===== src/rtl/log2_pkg.sv =====
// Shared types, default widths and width helper for the log2 unit.
package log2_pkg;

  localparam int unsigned log2_width_gp     = 32;
  localparam int unsigned log2_exp_width_gp = 32;

  typedef enum logic [1:0] {
    eS_IDLE = 2'd0,
    eS_BUSY = 2'd1,
    eS_DONE = 2'd2
  } log2_state_e;

  // Counter width needed to hold any bit index of a width-bit operand.
  function automatic int unsigned log2_cnt_width_gp(input int unsigned width);
    return int'($clog2(width));
  endfunction

endpackage


===== src/rtl/log2_shifter.sv =====
// Datapath for log2: right-shifts the operand until only bit 0 may remain,
// counting shifts and remembering whether any set bit was shifted out.
module log2_shifter
  import log2_pkg::*;
#(
  parameter int unsigned width_p     = log2_width_gp,
  parameter int unsigned cnt_width_p = log2_cnt_width_gp(log2_width_gp)
) (
  input  logic                   clk_i,
  input  logic                   reset_i,
  input  logic                   load_i,
  input  logic                   shift_i,
  input  logic [width_p-1:0]     data_i,
  output logic [cnt_width_p-1:0] cnt_o,
  output logic                   stk_o,
  output logic                   last_o
);

  logic [width_p-1:0]     sr_r;
  logic [cnt_width_p-1:0] cnt_r;
  logic                   stk_r;

  // Load a fresh operand or take one shift step; sticky collects lost ones.
  always_ff @(posedge clk_i or posedge reset_i) begin
    if (reset_i) begin
      sr_r  <= '0;
      cnt_r <= '0;
      stk_r <= 1'b0;
    end else if (load_i) begin
      sr_r  <= data_i;
      cnt_r <= '0;
      stk_r <= 1'b0;
    end else if (shift_i) begin
      sr_r  <= sr_r >> 1;
      cnt_r <= cnt_r + cnt_width_p'(1);
      stk_r <= stk_r | sr_r[0];
    end
  end

  assign last_o = (sr_r[width_p-1:1] == '0);
  assign cnt_o  = cnt_r;
  assign stk_o  = stk_r;

endmodule


===== src/rtl/log2.sv =====
// Iterative floor(log2(x)) unit with ready/valid input and valid/yumi output.
module log2
  import log2_pkg::*;
#(
  parameter int unsigned width_p     = log2_width_gp,
  parameter int unsigned exp_width_p = log2_exp_width_gp
) (
  input  logic                   clk_i,
  input  logic                   reset_i,
  input  logic [width_p-1:0]     data_i,
  input  logic                   v_i,
  output logic                   ready_o,
  output logic [exp_width_p-1:0] exp_o,
  output logic                   zero_o,
  output logic                   pow2_o,
  output logic                   v_o,
  input  logic                   yumi_i
);

  localparam int unsigned cnt_width_lp = log2_cnt_width_gp(width_p);

  log2_state_e             state_r, state_n;
  logic                    load, shift, last, stk, zero_r, done;
  logic [cnt_width_lp-1:0] cnt;

  log2_shifter #(
    .width_p    (width_p),
    .cnt_width_p(cnt_width_lp)
  ) shifter (
    .clk_i  (clk_i),
    .reset_i(reset_i),
    .load_i (load),
    .shift_i(shift),
    .data_i (data_i),
    .cnt_o  (cnt),
    .stk_o  (stk),
    .last_o (last)
  );

  // State register.
  always_ff @(posedge clk_i or posedge reset_i) begin
    if (reset_i) state_r <= eS_IDLE;
    else         state_r <= state_n;
  end

  // Zero flag captured with the operand; the shifter cannot tell 0 from 1.
  always_ff @(posedge clk_i or posedge reset_i) begin
    if (reset_i)   zero_r <= 1'b0;
    else if (load) zero_r <= (data_i == '0);
  end

  // Next-state and datapath enables.
  always_comb begin
    state_n = state_r;
    load    = 1'b0;
    shift   = 1'b0;
    unique case (state_r)
      eS_IDLE: begin
        if (v_i) begin
          load    = 1'b1;
          state_n = eS_BUSY;
        end
      end
      eS_BUSY: begin
        if (last) state_n = eS_DONE;
        else      shift   = 1'b1;
      end
      eS_DONE: begin
        if (yumi_i) state_n = eS_IDLE;
      end
      default: state_n = eS_IDLE;
    endcase
  end

  // Outputs decode from state and registers only.
  assign done    = (state_r == eS_DONE);
  assign ready_o = (state_r == eS_IDLE);
  assign v_o     = done;
  assign exp_o   = done ? exp_width_p'(cnt) : '0;
  assign zero_o  = done & zero_r;
  assign pow2_o  = done & ~zero_r & ~stk;

endmodule


===== config.mk =====
export PLATFORM = sky130hd
export DESIGN_NAME = log2
export DESIGN_NICKNAME = d
export VERILOG_FILES = /design/src/rtl/log2_pkg.sv /design/src/rtl/log2_shifter.sv /design/src/rtl/log2.sv
export SDC_FILE = /design/constraint.sdc
export NUM_CORES = 1
export LEC_CHECK = 0
export CORE_MARGIN = 2
export CORE_UTILIZATION = 50
export DETAILED_ROUTE_END_ITERATION = 12
export PLACE_DENSITY = 0.85
export SYNTH_ARGS = -nofsm -noshare
export SYNTH_HDL_FRONTEND = slang
export SYNTH_SLANG_ARGS = --single-unit

===== constraint.sdc =====
create_clock -name clk_i -period 5.5 [get_ports clk_i]
set_input_delay 0.55 -clock clk_i [delete_from_list [all_inputs] [get_ports clk_i]]
set_output_delay 0.55 -clock clk_i [all_outputs]
set_load 0.005 [all_outputs]

==> summary.txt, run 1 <==
Outcome
  – Status: finished, final reports clean

Die
  – Initial Utilization: 0.5187
  – I/O pins: 72
  – Total die area: 0.005070 mm^2
  – Rows: 24
  – Core area: 0.004354 mm^2
  – Horiz. Die Dim: 71.21 um
  – Die height: 71.21 um

CTS
  – CTS resizes: 0
  – Post-CTS Repair Setup Buffers: 0
  – Cts bufs inserted: 5
  – Clock tree sinks: 41
  – Clk slew on worst S/H paths: 0.07 ns
  – Root Driver: clkbuf_8
  – Insertion delay to the later sink of the worst-skew pair: 0.29 ns
  – Cts hold-fix bufs: 0
  – H-tree depth: 2
  – CTS Buffer Depth: 2
  – TritonCTS clock tree: built

Critical path
  – WP data required: 5.65 ns
  – CP bufs+invs: 1
  – Reg-to-Reg Start: shifter.sr_r[24]
  – Slowest-stage cell, CP: o41ai_4
  – Crit-path max FO: 45
  – Delay-heaviest family, CP: compound AO/OA/AOI/OAI gates
  – Critical Path Sink Type: flop
  – Critical Path Source Type: flop
  – Slowest stage delay, CP: 0.77 ns
  – CP arrival: 2.73 ns
  – Crit. Startpoint: shifter.sr_r[24]
  – Setup CP Type: flop to flop
  – Critical-path cell list: nor4_1 > nand4_1 > o41ai_4 > buf_4 > o21ai_0

Place
  – GPL Wtd Cong: 0.7751
  – Hpwl dp: 3482 um
  – DP Area: 0.002643 mm^2
  – Post-Place Cells: 327
  – Number of port buffers: 44

Global route
  – Initial antenna violation count: 0
  – Largest net degree at the start of global routing: 46
  – GR Overflow Total: 0
  – Total Routing Usage GR: 0.1942
  – Vias in the first global route: 1,622
  – First-pass GRT wire length: 7631 um

STA
  – Max_slew headroom: 0.4323
  – Fin crit share: 0.4687
  – Worst Skew: 0.006103 ns
  – Hold Fails Final Rpt: 0
  – RSZ-0062 raised after global routing: no
  – Tmin final: 2.578 ns
  – Slew @ Worst Pin: 0.8451 ns
  – Max Clock Freq: 0.3879 GHz
  – WHS: 0.4721 ns
  – Fin. max-slew vios: 0
  – Setup TNS: 0 ns
  – Final setup fails: 0

Synthesis
  – YS warnings: 0
  – Post-synthesis instance total: 240
  – Number of enable flip-flop cells after synthesis: 0
  – Cell taking the most area after synthesis: dfrtp_1
  – Cell variety after synth: 23
  – Post-synthesis sequential area ratio: 0.4543
  – Post-Syn Area: 0.002258 mm^2
  – Ys flop type: dfrtp_1
  – Synth area leaders: dfrtp_1 45%, mux2i_1 15%, buf_4 9.0%, nand2_1 7.1%, o21ai_0 6.4%
  – Mean post-synth cell area: 9.410 um^2
  – Top post-synthesis cells by count: 43 x nand2_1, 41 x dfrtp_1, 34 x mux2i_1
  – Top-area cell type share of the netlist area: 0.4543
  – Top-count cell post-synth: nand2_1
  – Post-synthesis register bit count: 41
  – Ys async rst share: 1.000

Power and ir drop
  – Leakage: 1.123 nW
  – Worst vdd ir: 0.1980 mV
  – PD cells: 388.4 mW/mm^2

Finish
  – Fin cells: 334
  – Final Util: 0.6267
  – Fill cells: 366
  – ANT cells: 0
  – Area delta synth->final: 20.83%
  – Design area: 0.002729 mm^2
  – # nets final: 319
  – Layout cells sized above 1: 0.03901

Detailed routing
  – First-pass iteration count of the detailed router: 4
  – Post-route ant nets: 0
  – WL final: 4660 um
  – Initial DRC count: 142
  – WL/cell: 13.95 um
  – Via-to-Cell Ratio: 5.317
  – Drt drc: 0
  – Vias: 1,776

Run
  – Max_cap viols: 0

Min path
  – Hold Path Class: flop to flop
  – HP Start: shifter.cnt_o[4]
## flip-flops by register name (all words and copies together) (netlist names)
register       count
shifter.sr_r      32
shifter.cnt_o      5
state_r            2
shifter.stk_o      1
zero_r             1
## where the power goes
| part | internal [W] | switching (W) |
|---|---|---|
| Combinational | 0.000165 | 0.000207 |
| Sequential | 0.000405 | 0.0000875 |
| Clock | 0.0000995 | 0.0000957 |
| Total | 0.000669 | 0.000391 |
## final cells by class
class	count	area, um^2	area share
repair buffers	47	462.9	0.1696
clock buffers	7	86.33	0.03164
well taps	52	65.06	0.02384
inverters	5	18.77	0.006878
multi-input cells	182	1070	0.3920
flip-flops and latches	41	1026	0.3760
## stage by stage
step / power, W / setup slack [ns]
2_1_floorplan: 0.0007636 / 3.727
3_3_place_gp: 0.0008476 / 3.036
3_5_place_dp: 0.0008725 / 2.957
4_1_cts: 0.001069 / 2.947
5_1_grt: 0.001145 / 2.726
6_report: 0.001060 / 2.922
## final timing paths
check	to	slack [ns]	depth (start not counted)
max in group asynchronous	shifter.sr_r[4]	4.46	3
worst min register to register	shifter.cnt_o[4]	0.47	1
min in group asynchronous	shifter.cnt_o[1]	0.68	3
worst min-delay path	shifter.cnt_o[4]	0.47	1
worst max register to register	shifter.sr_r[29]	2.92	5
worst max-delay path	shifter.sr_r[29]	2.92	5
## cells by family after synthesis
kind of cell | after synthesis | share of synthesized area
compound gates | 39 | 0.09972
mux | 34 | 0.1507
simple gates | 81 | 0.1679
fa+ha+maj | 1 | 0.005539
buf+inv | 43 | 0.1202
other cells | 1 | 0.001660
flops | 41 | 0.4543
## cells in the final DEF (no fill, tap or decap), drive strengths merged, types with 7 or more instances in the layout
| master | synthesis | final |
|---|---|---|
| clkdlybuf4s50 | 0 | 44 |
| nand2 | 43 | 43 |
| dfrtp | 41 | 41 |
| mux2i | 34 | 34 |
| o21ai | 32 | 32 |
| conb | 1 | 27 |
| nor4 | 17 | 17 |
| and2 | 7 | 7 |
| clkbuf | 4 | 7 |
## routing by layer
metal,share of wire,global-route usage,vias up
met2,0.48,0.2984,73
li1,-,-,869
met3,0.063,0.04274,7
met5,0,0,-
met4,0.018,0.08176,0
met1,0.44,0.2664,827
(Power assumes the default switching activity.)
==> inputs of run 2 (changes only) <==
- CORE_UTILIZATION: 50 -> 46
- PLACE_DENSITY: 0.85 -> 0.8
- clock period: 5.5 -> 2.4 ns (I/O delays scaled with it)
==> summary.txt, run 2 (synthesized netlist as in run 1, its figures left out) <==
Outcome
  – Status: finished, final reports clean (unchanged)

Min path
  – Hold Path Class: primary input to asynchronous set/reset pin (was flop to flop)

Place
  – GPL Wtd Cong: 0.7719 (was 0.7751)
  – Dpl ws: 0.3693 ns (was 2.957 ns)
  – Hpwl dp: 3548 um (was 3482 um)
  – Number of port buffers: 44 (unchanged)

CTS
  – Clock tree sinks: 41 (unchanged)
  – CTS Buffer Depth: 2 (unchanged)
  – Insertion delay to the later sink of the worst-skew pair: 0.29 ns (about the same)
  – TritonCTS clock tree: built (unchanged)
  – Cts hold-fix bufs: 0 (unchanged)
  – Post-CTS Repair Setup Buffers: 0 (unchanged)
  – H-tree depth: 2 (unchanged)
  – Cts bufs inserted: 5 (unchanged)
  – Clk slew on worst S/H paths: 0.08 ns (was 0.07 ns)
  – CTS resizes: 0 (unchanged)
  – Root Driver: clkbuf_8 (unchanged)

Finish
  – Max reg flops: 32 (unchanged)
  – Area delta synth->final: 22.88% (was 20.83%)
  – Largest register by flop count: shifter.sr_r (unchanged)
  – Commonest non-fill, non-tap cell in the layout: clkdlybuf4s50_1 (unchanged)
  – Commonest non-fill, non-tap cells in the layout: 44 x clkdlybuf4s50_1, 43 x nand2_1, 41 x dfrtp_1 (unchanged)
  – ANT cells: 0 (unchanged)
  – # nets final: 321 (was 319)
  – Layout cells sized above 1: 0.04577 (was 0.03901)

Detailed routing
  – Initial DRC count: 157 (was 142)
  – Vias: 1,800 (was 1,776)
  – Via-to-Cell Ratio: 5.128 (was 5.317)
  – WL final: 4747 um (was 4660 um)
  – First-pass iteration count of the detailed router: 4 (unchanged)
  – Drt drc: 0 (unchanged)
  – Post-route ant nets: 0 (unchanged)
  – WL/cell: 13.52 um (was 13.95 um)

STA
  – Fin crit share: 0.8768
  – Final worst setup slack: 0.2956 ns (was 2.922 ns)
  – Max_slew headroom: 0.6468 (was 0.4323)
  – Final setup fails: 0 (unchanged)
  – Slew @ Worst Pin: 0.5258 ns (was 0.8451 ns)
  – Worst Skew: 0.005299 ns (was 0.006103 ns)
  – RSZ-0062 raised after global routing: no (unchanged)
  – Setup TNS: 0 ns (unchanged)
  – Tmin final: 2.104 ns
  – Hold Fails Final Rpt: 0 (unchanged)
  – Max Clock Freq: 0.4752 GHz
  – Fin. max-slew vios: 0 (unchanged)

Critical path
  – Crit-path max FO: 7 (was 45)
  – CP arrival: 1.86 ns (was 2.73 ns)
  – Critical Path Sink Type: primary output (was flop)
  – Setup CP Type: flop to primary output (was flop to flop)
  – Critical Path Source Type: flop (unchanged)
  – WP data required: 2.16 ns (was 5.65 ns)

Global route
  – Vias in the first global route: 1,623 (was 1,622)
  – M3 GR Usage: 0.04201 (was 0.04274)
  – Most used routing layer: met2 (unchanged)
  – Initial antenna violation count: 0 (unchanged)
  – M1 GR Usage: 0.2526 (was 0.2664)
  – Total Routing Usage GR: 0.1797 (was 0.1942)
  – First-pass GRT wire length: 7534 um (was 7631 um)
  – Largest net degree at the start of global routing: 43 (was 46)
  – GR Overflow Total: 0 (unchanged)
  – Met2 usage: 0.2708 (was 0.2984)

Die
  – Horiz. Die Dim: 74.07 um (was 71.21 um)
  – I/O pins: 72 (unchanged)
  – Total die area: 0.005486 mm^2 (was 0.005070 mm^2)
  – Die height: 74.07 um (was 71.21 um)
  – Core area: 0.004723 mm^2 (was 0.004354 mm^2)
  – Rows: 25 (was 24)
  – Initial Utilization: 0.4781 (was 0.5187)

Power and ir drop
  – Leakage: 1.137 nW (was 1.123 nW)
  – Worst vdd ir: 0.2944 mV (was 0.1980 mV)
  – PD cells: 884.2 mW/mm^2 (was 388.4 mW/mm^2)

Run
  – Max_cap viols: 0 (unchanged)
run 2: worst max-delay path, stage by stage, from the launching register on:
cell and delay [ns]:
dfrtp_1 0.42, inv_1 0.22, nand2_1 0.13, inv_1 0.17, and2_1 0.15, clkdlybuf4s50_1 0.49
run 2: per-stage QoR:
step                      cell area (um^2)  power (W)  cells  utilization  hold slack, ns
after global placement                2689   0.001965    344       0.5693          0.4527
final                                 2775   0.002454    351       0.5876          0.3747
after global routing                  2775   0.002640    351       0.5876          0.4397
after detailed placement              2689   0.002015    344       0.5693          0.4654
after CTS                             2775   0.002468    351       0.5876          0.4033
after floorplan                       2356   0.001750    266            -          0.3291
run 2: area by class of cell:
class | instances | area (um^2)
Fill cell | 414 | 1948
Inverter | 5 | 18.77
Multi-Input combinational cell | 182 | 1070
Tap cell | 67 | 83.83
Clock buffer | 7 | 86.33
Sequential cell | 41 | 1026
Timing Repair Buffer | 49 | 490.5
run 2: worst paths after layout:
| check | end | slack, ns | cells after the start | start |
|---|---|---|---|---|
| worst max register to register | shifter.sr_r[6] | 0.38 | 5 | shifter.sr_r[24] |
| worst min register to register | shifter.cnt_o[4] | 0.47 | 1 | shifter.cnt_o[4] |
| min in group clk_i | shifter.cnt_o[4] | 0.47 | 1 | shifter.cnt_o[4] |
| worst min-delay path | shifter.sr_r[18] | 0.37 | 3 | reset_i |
| worst max-delay path | exp_o[0] | 0.30 | 5 | state_r[0] |
| max in group asynchronous | shifter.sr_r[31] | 1.65 | 3 | reset_i |
run 2: per-layer routing:
layer | wire length (um) | up-vias
met2 | 2276 | 65
met4 | 63 | 0
met5 | 0 | -
met1 | 2141 | 853
met3 | 265 | 5
li1 | - | 877
run 2: power by group:
part           total [W]  switching [W]  internal [W]
Combinational   0.000866       0.000472      0.000394
Clock           0.000456       0.000228      0.000228
Sequential       0.00113       0.000205      0.000927
Total            0.00245       0.000905       0.00155
